## config.mk

```make
export PLATFORM = sky130hd
export DESIGN_NAME = pc_fetch_unit
export DESIGN_NICKNAME = d
export VERILOG_FILES = /design/src/rtl/pc_fetch_pkg.sv /design/src/rtl/pc_fetch_unit_br_cond_eval.sv /design/src/rtl/pc_fetch_unit.sv
export SDC_FILE = /design/constraint.sdc
export NUM_CORES = 1
export LEC_CHECK = 0
export CORE_UTILIZATION = 40
export CTS_CLUSTER_SIZE = 40
export DETAILED_ROUTE_END_ITERATION = 10
export PLACE_DENSITY = 0.72
export SLEW_MARGIN = 5
export SYNTH_ARGS = -nofsm -noshare
export SYNTH_HDL_FRONTEND = slang
export SYNTH_SLANG_ARGS = --single-unit
```

## constraint.sdc

```tcl
create_clock -name clk -period 3.5 [get_ports clk]
set_input_delay 1.05 -clock clk [delete_from_list [all_inputs] [get_ports clk]]
set_output_delay 1.05 -clock clk [all_outputs]
set_load 0.05 [all_outputs]
```

## src/rtl/pc_fetch_pkg.sv

```systemverilog
`default_nettype none
// ============================================================================
//  Module   : pc_fetch_pkg
//  Purpose  : Shared encodings and default addresses for the fetch-stage PC.
//  Revision : 1.0 - initial release
// ============================================================================
package pc_fetch_pkg;

    typedef enum logic [2:0] {
        BR_NONE = 3'd0,
        BR_EQ   = 3'd1,
        BR_NE   = 3'd2,
        BR_GTZ  = 3'd3,
        BR_LEZ  = 3'd4,
        BR_LTZ  = 3'd5,
        BR_GEZ  = 3'd6
    } br_op_e;

    typedef enum logic [1:0] {
        JMP_NONE = 2'd0,
        JMP_J    = 2'd1,
        JMP_JR   = 2'd2
    } jmp_op_e;

    localparam logic [31:0] C_DEFAULT_RESET_PC = 32'h0000_3000;
    localparam logic [31:0] C_DEFAULT_EXC_PC   = 32'h0000_4180;

endpackage : pc_fetch_pkg
`default_nettype wire

```

## src/rtl/pc_fetch_unit_br_cond_eval.sv

```systemverilog
`default_nettype none
// ============================================================================
//  Module   : br_cond_eval
//  Purpose  : Combinational branch-condition evaluator (shared with D-stage).
//  Revision : 1.0 - initial release
// ============================================================================
module br_cond_eval
    import pc_fetch_pkg::*;
#(
    parameter int unsigned W = 32
) (
    input  logic [2:0]   br_op,
    input  logic [W-1:0] rs,
    input  logic [W-1:0] rt,
    output logic         taken
);

    logic w_rs_neg;
    logic w_rs_zero;

    assign w_rs_neg  = rs[W-1];
    assign w_rs_zero = (rs == '0);

    always_comb begin
        taken = 1'b0;
        case (br_op)
            BR_EQ:   taken = (rs == rt);
            BR_NE:   taken = (rs != rt);
            BR_GTZ:  taken = !w_rs_neg && !w_rs_zero;
            BR_LEZ:  taken = w_rs_neg || w_rs_zero;
            BR_LTZ:  taken = w_rs_neg;
            BR_GEZ:  taken = !w_rs_neg;
            default: taken = 1'b0;
        endcase
    end

endmodule : br_cond_eval
`default_nettype wire

```

## src/rtl/pc_fetch_unit.sv

```systemverilog
`default_nettype none
// ============================================================================
//  Module   : pc_fetch_unit
//  Purpose  : Fetch PC register with branch/jump, exception/eret redirect and
//             a pending-redirect latch for cycles where IM is not ready.
//  Revision : 1.0 - initial release
// ============================================================================
module pc_fetch_unit
    import pc_fetch_pkg::*;
#(
    parameter int unsigned       ADDR_W     = 32,
    parameter logic [ADDR_W-1:0] RESET_PC   = ADDR_W'(C_DEFAULT_RESET_PC),
    parameter logic [ADDR_W-1:0] EXC_PC     = ADDR_W'(C_DEFAULT_EXC_PC),
    parameter logic [ADDR_W-1:0] IMEM_BASE  = ADDR_W'(32'h0000_3000),
    parameter logic [ADDR_W-1:0] IMEM_BYTES = ADDR_W'(32'h0000_4000)
) (
    input  logic              clk,
    input  logic              reset,
    input  logic              stall,
    input  logic              imem_ready,
    input  logic [2:0]        br_op,
    input  logic [1:0]        jmp_op,
    input  logic [ADDR_W-1:0] rs_val,
    input  logic [ADDR_W-1:0] rt_val,
    input  logic [25:0]       imm26,
    input  logic [ADDR_W-1:0] d_pc,
    input  logic              exc_req,
    input  logic              eret_req,
    input  logic [ADDR_W-1:0] epc,
    output logic [ADDR_W-1:0] f_pc,
    output logic              fetch_req,
    output logic              adel,
    output logic              redir_pending
);

    // One extra bit so a window ending exactly at 2^ADDR_W does not wrap.
    localparam logic [ADDR_W:0] C_IMEM_END = {1'b0, IMEM_BASE} + {1'b0, IMEM_BYTES};

    logic [ADDR_W-1:0] r_f_pc;
    logic [ADDR_W-1:0] r_pend_pc;
    logic              r_pend_valid;

    logic              w_taken;
    logic              w_jump;
    logic              w_redirect;
    logic              w_adv;
    logic [ADDR_W-1:0] w_bt;
    logic [ADDR_W-1:0] w_jt;
    logic [ADDR_W-1:0] w_target;

    br_cond_eval #(
        .W     (ADDR_W)
    ) u_br_cond_eval (
        .br_op (br_op),
        .rs    (rs_val),
        .rt    (rt_val),
        .taken (w_taken)
    );

    assign w_bt = d_pc + ADDR_W'(4) + {{(ADDR_W-18){imm26[15]}}, imm26[15:0], 2'b00};

    generate
        if (ADDR_W > 28) begin : g_jt_region
            assign w_jt = {d_pc[ADDR_W-1:28], imm26, 2'b00};
        end else begin : g_jt_flat
            assign w_jt = {imm26, 2'b00};
        end
    endgenerate

    // The reserved jump encoding is treated as no jump, like reserved branches.
    assign w_jump     = (jmp_op == JMP_J) || (jmp_op == JMP_JR);
    assign w_redirect = w_taken || w_jump;
    assign w_adv      = !stall && imem_ready;

    always_comb begin
        w_target = w_bt;
        if (jmp_op == JMP_JR) begin
            w_target = rs_val;
        end else if (jmp_op == JMP_J) begin
            w_target = w_jt;
        end
    end

    always_ff @(posedge clk) begin
        if (reset) begin
            r_f_pc       <= RESET_PC;
            r_pend_valid <= 1'b0;
            r_pend_pc    <= '0;
        end else if (exc_req) begin
            r_f_pc       <= EXC_PC;
            r_pend_valid <= 1'b0;
        end else if (eret_req) begin
            r_f_pc       <= epc;
            r_pend_valid <= 1'b0;
        end else if (stall) begin
            r_f_pc       <= r_f_pc;
        end else if (w_adv) begin
            r_pend_valid <= 1'b0;
            if (w_redirect) begin
                r_f_pc <= w_target;
            end else if (r_pend_valid) begin
                r_f_pc <= r_pend_pc;
            end else begin
                r_f_pc <= r_f_pc + ADDR_W'(4);
            end
        end else if (w_redirect) begin
            // IM blocked: keep the fetch address, remember where D wants to go.
            r_pend_pc    <= w_target;
            r_pend_valid <= 1'b1;
        end
    end

    assign f_pc          = r_f_pc;
    assign adel          = (r_f_pc[1:0] != 2'b00)
                         || (r_f_pc < IMEM_BASE)
                         || ({1'b0, r_f_pc} >= C_IMEM_END);
    assign fetch_req     = !adel;
    assign redir_pending = r_pend_valid;

endmodule : pc_fetch_unit
`default_nettype wire

```

; ---- Word level (Yosys, flattened, before mapping)
; Index checks and enable logic that the tools add are counted.
[classes]
magnitude_cmp = 2
n_reduce_logical = 22
n_eq_ne = 12
mux = 11
n_addsub = 3
n_bitwise = 4
[op_table]
columns = operator, n
row1 = two-way mux 32 bit, 7
row2 = "adder 32 x 3 -> 32 bit, second input constant", 2
row3 = adder 32 bit, 1
row4 = == test 32 bit, 1
row5 = "greater-or-equal comparator 32 x 15 -> 1 bit, second input constant", 1
row6 = zero test 32 bit, 1
row7 = "< comparator 32 x 14 -> 1 bit, second input constant", 1
row8 = inequality test 32 bit, 1
row9 = two-way mux 15 bit, 1
row10 = "== test 3 bit, second input constant", 3
row11 = "== test 3 x 2 -> 1 bit, second input constant", 2
row12 = one-hot mux 1 bit (6 select lines), 1
row13 = AND reduction 2 bit, 3
row14 = nonzero test 2 bit, 3
row15 = logical OR 1 bit, 5
row16 = AND reduction 5 bit, 1
row17 = zero test 1 bit, 4
row18 = inverter 1 bit, 4
row19 = "== test 3 x 1 -> 1 bit, second input constant", 1
row20 = "inequality test 3 x 1 -> 1 bit, second input constant", 1
row21 = nonzero test 3 bit, 1
row22 = OR reduction 3 bit, 1
row23 = "== test 2 x 1 -> 1 bit, second input constant", 1
row24 = "== test 2 bit, second input constant", 1
row25 = 4 further kinds, 6
[totals]
in_bits = 165
word_cells = 58
ff_bits = 65

; ---- Depth between registers and ports, before layout
[depth]
word_depth = 10
depth_mapped = 14

; ---- Cells and area by module
; From an unflattened synthesis, not the netlist that was laid out.
[hier_totals]
hier_cells = 961
hier_area_um2 = 6889.1
[modules_own_cells]
columns = mod, cells_each, n_inst, area_each_um2
row1 = pc_fetch_unit, 898, 1, 6389.9
row2 = br_cond_eval, 63, 1, 499.2

; ---- Least setup slack after synthesis
; No wires, ideal clock.
[synth_path]
path_kind = input to register
from = input imm26[1]
to = register r_pend_pc[21]
t_arrival_ns = 3.543
cell_stages = 12
setup_ns = 0.086
t_required_ns = 3.414
n_path_buf = 0
path_slack_ns = -0.129
path_cell_list = ha_1 > ha_1 > fa_1 > a21oi_1 > o211a_1 > o211ai_2 > a31oi_1 > o211a_1 > nor2_1 > nor4b_1 > a211oi_1 > a211oi_1
[synth_via]
elab_chain_cells = 3
[synth_rtl]
columns = item, line_no
row1 = "start, declared", pc_fetch_unit.sv:25  ; input logic [25:0] imm26,
row2 = adder 32 bit, pc_fetch_unit.sv:60  ; assign w_bt = d_pc + ADDR_W'(4) + {{(ADDR_W-18){imm26[15]}}, imm26[15:0], 2'b00};
row3 = two-way mux 32 bit, pc_fetch_unit.sv:79  ; end else if (jmp_op == JMP_J) begin
row4 = two-way mux 32 bit, pc_fetch_unit.sv:77  ; if (jmp_op == JMP_JR) begin
row5 = "end signal, assigned", pc_fetch_unit.sv:108  ; r_pend_pc <= w_target;
row6 = "end, declared", pc_fetch_unit.sv:40  ; logic [ADDR_W-1:0] r_pend_pc;
; No other way between the ends.
; A chain may end at the register's enable or synchronous reset.

; ---- Worst setup path in the final report
[layout_path]
from = input imm26[1]
to = register r_f_pc[23] (netlist: f_pc[23])
[layout_via]
elab_chain_cells = 7
[layout_rtl]
columns = item, line_no
row1 = adder 32 bit, pc_fetch_unit.sv:60
row2 = two-way mux 32 bit, pc_fetch_unit.sv:79
row3 = two-way mux 32 bit, pc_fetch_unit.sv:77
row4 = two-way mux 32 bit, pc_fetch_unit.sv:99  ; if (w_redirect) begin
row5 = two-way mux 32 bit, pc_fetch_unit.sv:97  ; end else if (w_adv) begin
row6 = two-way mux 32 bit, pc_fetch_unit.sv:95  ; end else if (stall) begin
row7 = two-way mux 32 bit, pc_fetch_unit.sv:92  ; end else if (eret_req) begin
row8 = "end signal, assigned", pc_fetch_unit.sv:93  ; r_f_pc <= epc;
row9 = "end signal, assigned", pc_fetch_unit.sv:96  ; r_f_pc <= r_f_pc;
row10 = "end signal, assigned", pc_fetch_unit.sv:100  ; r_f_pc <= w_target;
row11 = "end, declared", pc_fetch_unit.sv:39  ; logic [ADDR_W-1:0] r_f_pc;
; No other way between the ends. The select of a mux whose other input is x is not followed.

==> results.txt <==
The final reports fail on negative setup slack. From synthesis to final layout, the design area changed by 73.3%. The clock sink count came out at 65. The run gives 200 as the I/O pin count. The number of pins with negative max-slew slack in the final report is 0, and the wire length of the first global-routing pass is 43800 um. STA classifies the critical path endpoint as a flip-flop.

The initial cell density of the core is 0.411. Number of synthesis warnings: 0. Counting buffers and inverters, the worst setup path is 14 cells deep.

Dividing the detail-routed via count by the number of cells gives 5.79. The sequential cells in the finished layout cover a total of 1300 sq um. The mapped netlist covers 6810 sq um. The number of global-route vias before repair is 8377.

Placeable core region: 16600 sq um. At the pin with the least slew margin, the transition time is 0.761 ns. The flow ran to the end, but the final reports show violations. The worst hold path passes through 2 cells. The fraction of final layout cells sized beyond drive strength 1 is 0.304. The tools report the TritonCTS buffer count as 9.

The average detailed-routed wire length per instance works out to 19.4 um. The H-tree was split into 3 levels. The count of buffers added on input and output ports is 199. The portion of synthesized cell area occupied by the leading cell type is 0.191.

The critical path goes through buf_8 > ha_4 > ha_4 > fa_2 > a21oi_2 > o211a_1 > o211ai_4 > nand4_1 > nand2_1 > xor2_1 > a222oi_1 > buf_4 > mux2_4 > a21oi_2. The share of synthesized flip-flops with an asynchronous set or reset is 0. Cell at the slowest stage of the critical path: sky130_fd_sc_hd__a222oi_1. TritonCTS built the clock tree. Yosys attributes the largest share of cell area to sky130_fd_sc_hd__dfxtp_1, sky130_fd_sc_hd__ha_1, sky130_fd_sc_hd__xor2_1, sky130_fd_sc_hd__a21oi_1, sky130_fd_sc_hd__nand2_1.

In this run the static leakage power is 0.00496 uW. The achievable clock frequency came out at 0.275 GHz. The total overflow left after global routing is 0. The post-synthesis cell type with the largest combined area is sky130_fd_sc_hd__dfxtp_1. For the worst setup path, the data arrival time is 3.86 ns. The average instance area after synthesis came out at 7.48 sq um.

The later pin in the worst-skew pair is clocked with a latency of 0.34 ns. The worst setup path is launched from an input pin. Setup repair after global routing could not meet its margin everywhere.

The kind of cell with the highest combined delay along the critical path is compound AO/OA/AOI/OAI gates. The final critical path time including I/O delays and setup is 3.64 ns, and the row count is 47. After clock tree synthesis, the clock-pin slew on the worst setup and hold paths is 0.05 ns. In this run, synthesis inferred 0 flip-flops with an integrated enable. The tools report the number of filler cells placed in the layout as 1265. Worst vdd rail ir drop: 242 uV. The logs give 77 for the number of distinct library cell variants in the gate-level netlist after synthesis and 59 for the maximum number of pins on one net before global-route repair. The accumulated negative setup slack is -0.531 ns. The most repeated cell in the gate-level netlist after synthesis was sky130_fd_sc_hd__nand2_1. Setup violations remaining at the end of the flow were counted as 8.

The logs give 0.191 for the sequential cell area fraction in the yosys report and 0 for the post-detailed-route DRC marker count. The setup slack of the critical path after layout is -0.139 ns. The root buffer cell chosen for the clock tree is sky130_fd_sc_hd__clkbuf_16. The tools report the count of maximum capacitance violations as 0. The category of the most critical setup path was in -> reg. At the worst endpoint, the required time is 3.72 ns. For the total nets after synthesis, the log shows 1138. The worst hold path belongs to the class reg -> reg.

Synthesized netlist cell count: 911. Counting both buffers and inverters, the worst setup path holds a total of 2. The largest single stage delay on the critical path is 0.57 ns. In the synthesized netlist, the cells that appear most often are sky130_fd_sc_hd__nand2_1, sky130_fd_sc_hd__a21oi_1, sky130_fd_sc_hd__dfxtp_1. The initial antenna violation count is 0, and the final antenna diode count is 0. The height of the die was 132 um. For the worst max-slew margin expressed relative to the limit, the log shows 0.488.

The run gives 0.943 as the weighted congestion reported at the end of routability-driven placement. After detailed routing, the total wire length is 29000 um. Clock skew on the completed layout was measured at 0.00383 ns. At the end of the flow, the number of nets in the layout was 1497. Of all nets on the critical path, the largest fanout is 4. The die covers 17600 sq um. OpenSTA, run right after detailed placement, puts the worst setup slack at -0.874 ns. Summing over every cut layer, the via total after detailed routing is 8644. Counting cells, the worst reg-to-reg path comes to 9. Among all flip-flop cells after synthesis, the most frequent one is sky130_fd_sc_hd__dfxtp_1. The combined global-route utilization of all metal layers was 0.314; the total power per unit cell area was 302 nW/um^2.

The tools report the number of endpoints with negative hold slack in the final report as 0. Synthesis inferred 65 register bits. The maximum clock insertion buffer count is 2. The HPWL reported at the end of detailed placement came out at 21400 um.

The post-layout utilization of the core is 0.712, and the horizontal extent of the die is 132 um. The detail route stage leaves a number of antenna-violating nets equal to 0. The run gives 867 as the initial DRC count.

The post-route fraction of the period consumed by the critical path works out to 1.04. Across all hold checks on the routed design, the worst slack comes to 0.451 ns. The area of the multi-input gates was 6250 sq um; the number of detailed-route iterations in the first pass was 6.
[layout make-up]
type,instances,area share
clock buffers,12,0.0209
inverters,24,0.00806
well taps,220,0.0233
clock inverters,3,0.00551
multi-input cells,768,0.530
flip-flops and latches,65,0.110
repair buffers,402,0.302
[report_power, final]
group / total, uW / internal (uW) / leakage, uW / switching (uW)
sequential: 808 / 772 / 0.000530 / 36.2
clock: 958 / 638 / 0.000153 / 320
combinational: 1800 / 895 / 0.00428 / 903
[registers in the layout, summed over array words and instances (netlist names), named ones only]
name	flops
f_pc	30
r_pend_pc	32
redir_pending	1
[cell families after synthesis]
group	Yosys count	synth area share
mux	24	0.0362
flops	65	0.191
compound gates	282	0.278
fa+ha+maj	62	0.115
xor+xnor	77	0.0990
simple gates	323	0.232
buf+inv	78	0.0491
[worst reg2reg max path, delay by kind of cell, from the launching register on]
kind                   cells  cell delay, ns
AOI/OAI and AO/OA          3            0.46
buffers and inverters      1            0.09
DFF                        1            0.41
and+or+nand+nor            5            1.53
[timing repair]
action	4_1_cts	5_1_grt
endpoints found under the setup margin	56	63
hold buffers	0	0
gates resized for setup	153	129
pin swaps	62	60
buffers inserted	9	10
[cell usage in the layout (no fill, tap or decap), types with 12 or more instances in the layout]
cell type / count
sky130_fd_sc_hd__nor4_1: 12
sky130_fd_sc_hd__nor2_1: 59
sky130_fd_sc_hd__nor3_1: 12
sky130_fd_sc_hd__buf_4: 195
sky130_fd_sc_hd__o21ai_0: 54
sky130_fd_sc_hd__dfxtp_1: 64
sky130_fd_sc_hd__nand2_1: 104
sky130_fd_sc_hd__o21a_1: 12
sky130_fd_sc_hd__inv_1: 20
sky130_fd_sc_hd__a21oi_1: 64
sky130_fd_sc_hd__xnor2_1: 21
sky130_fd_sc_hd__dlygate4sd2_1: 18
sky130_fd_sc_hd__clkdlybuf4s50_1: 121
sky130_fd_sc_hd__a21o_1: 13
sky130_fd_sc_hd__ha_1: 19
sky130_fd_sc_hd__nand3_1: 29
sky130_fd_sc_hd__nand4_1: 15
sky130_fd_sc_hd__mux2i_1: 18
sky130_fd_sc_hd__xor2_1: 44
sky130_fd_sc_hd__clkbuf_2: 13
sky130_fd_sc_hd__a21oi_2: 19
sky130_fd_sc_hd__ha_4: 40
sky130_fd_sc_hd__dlymetal6s2s_1: 38
sky130_fd_sc_hd__o211ai_1: 16
[metrics by stage]
step / instance area (sq um) / cells / power, uW
6_report: 11800 / 1494 / 3560
5_1_grt: 11800 / 1494 / 3700
4_1_cts: 11300 / 1485 / 3410
3_5_place_dp: 10300 / 1461 / 2310
3_3_place_gp: 10300 / 1461 / 2300
2_1_floorplan: 6850 / 911 / 1580
[metal layers]
layer | track usage | wire (um) | vias to the layer above
met3 | 0.0448 | 2170 | 46
met4 | 0.0977 | 605 | 0
met5 | 0 | 0 | -
li1 | - | - | 4074
met1 | 0.420 | 12700 | 4090
met2 | 0.521 | 13600 | 434
[final timing paths]
path                                                 start                         end  slack (ns)
worst max-delay path                              imm26[1]       f_pc[23]$_SDFFE_PP0P_       -0.14
worst min-delay path            r_pend_pc[22]$_SDFFE_PP0P_  r_pend_pc[22]$_SDFFE_PP0P_        0.45
worst max register to register        f_pc[4]$_SDFFE_PP0P_       f_pc[25]$_SDFFE_PP0P_        0.92
worst min register to register  r_pend_pc[22]$_SDFFE_PP0P_  r_pend_pc[22]$_SDFFE_PP0P_        0.45
Note: power is estimated with default switching activity, not from simulation.
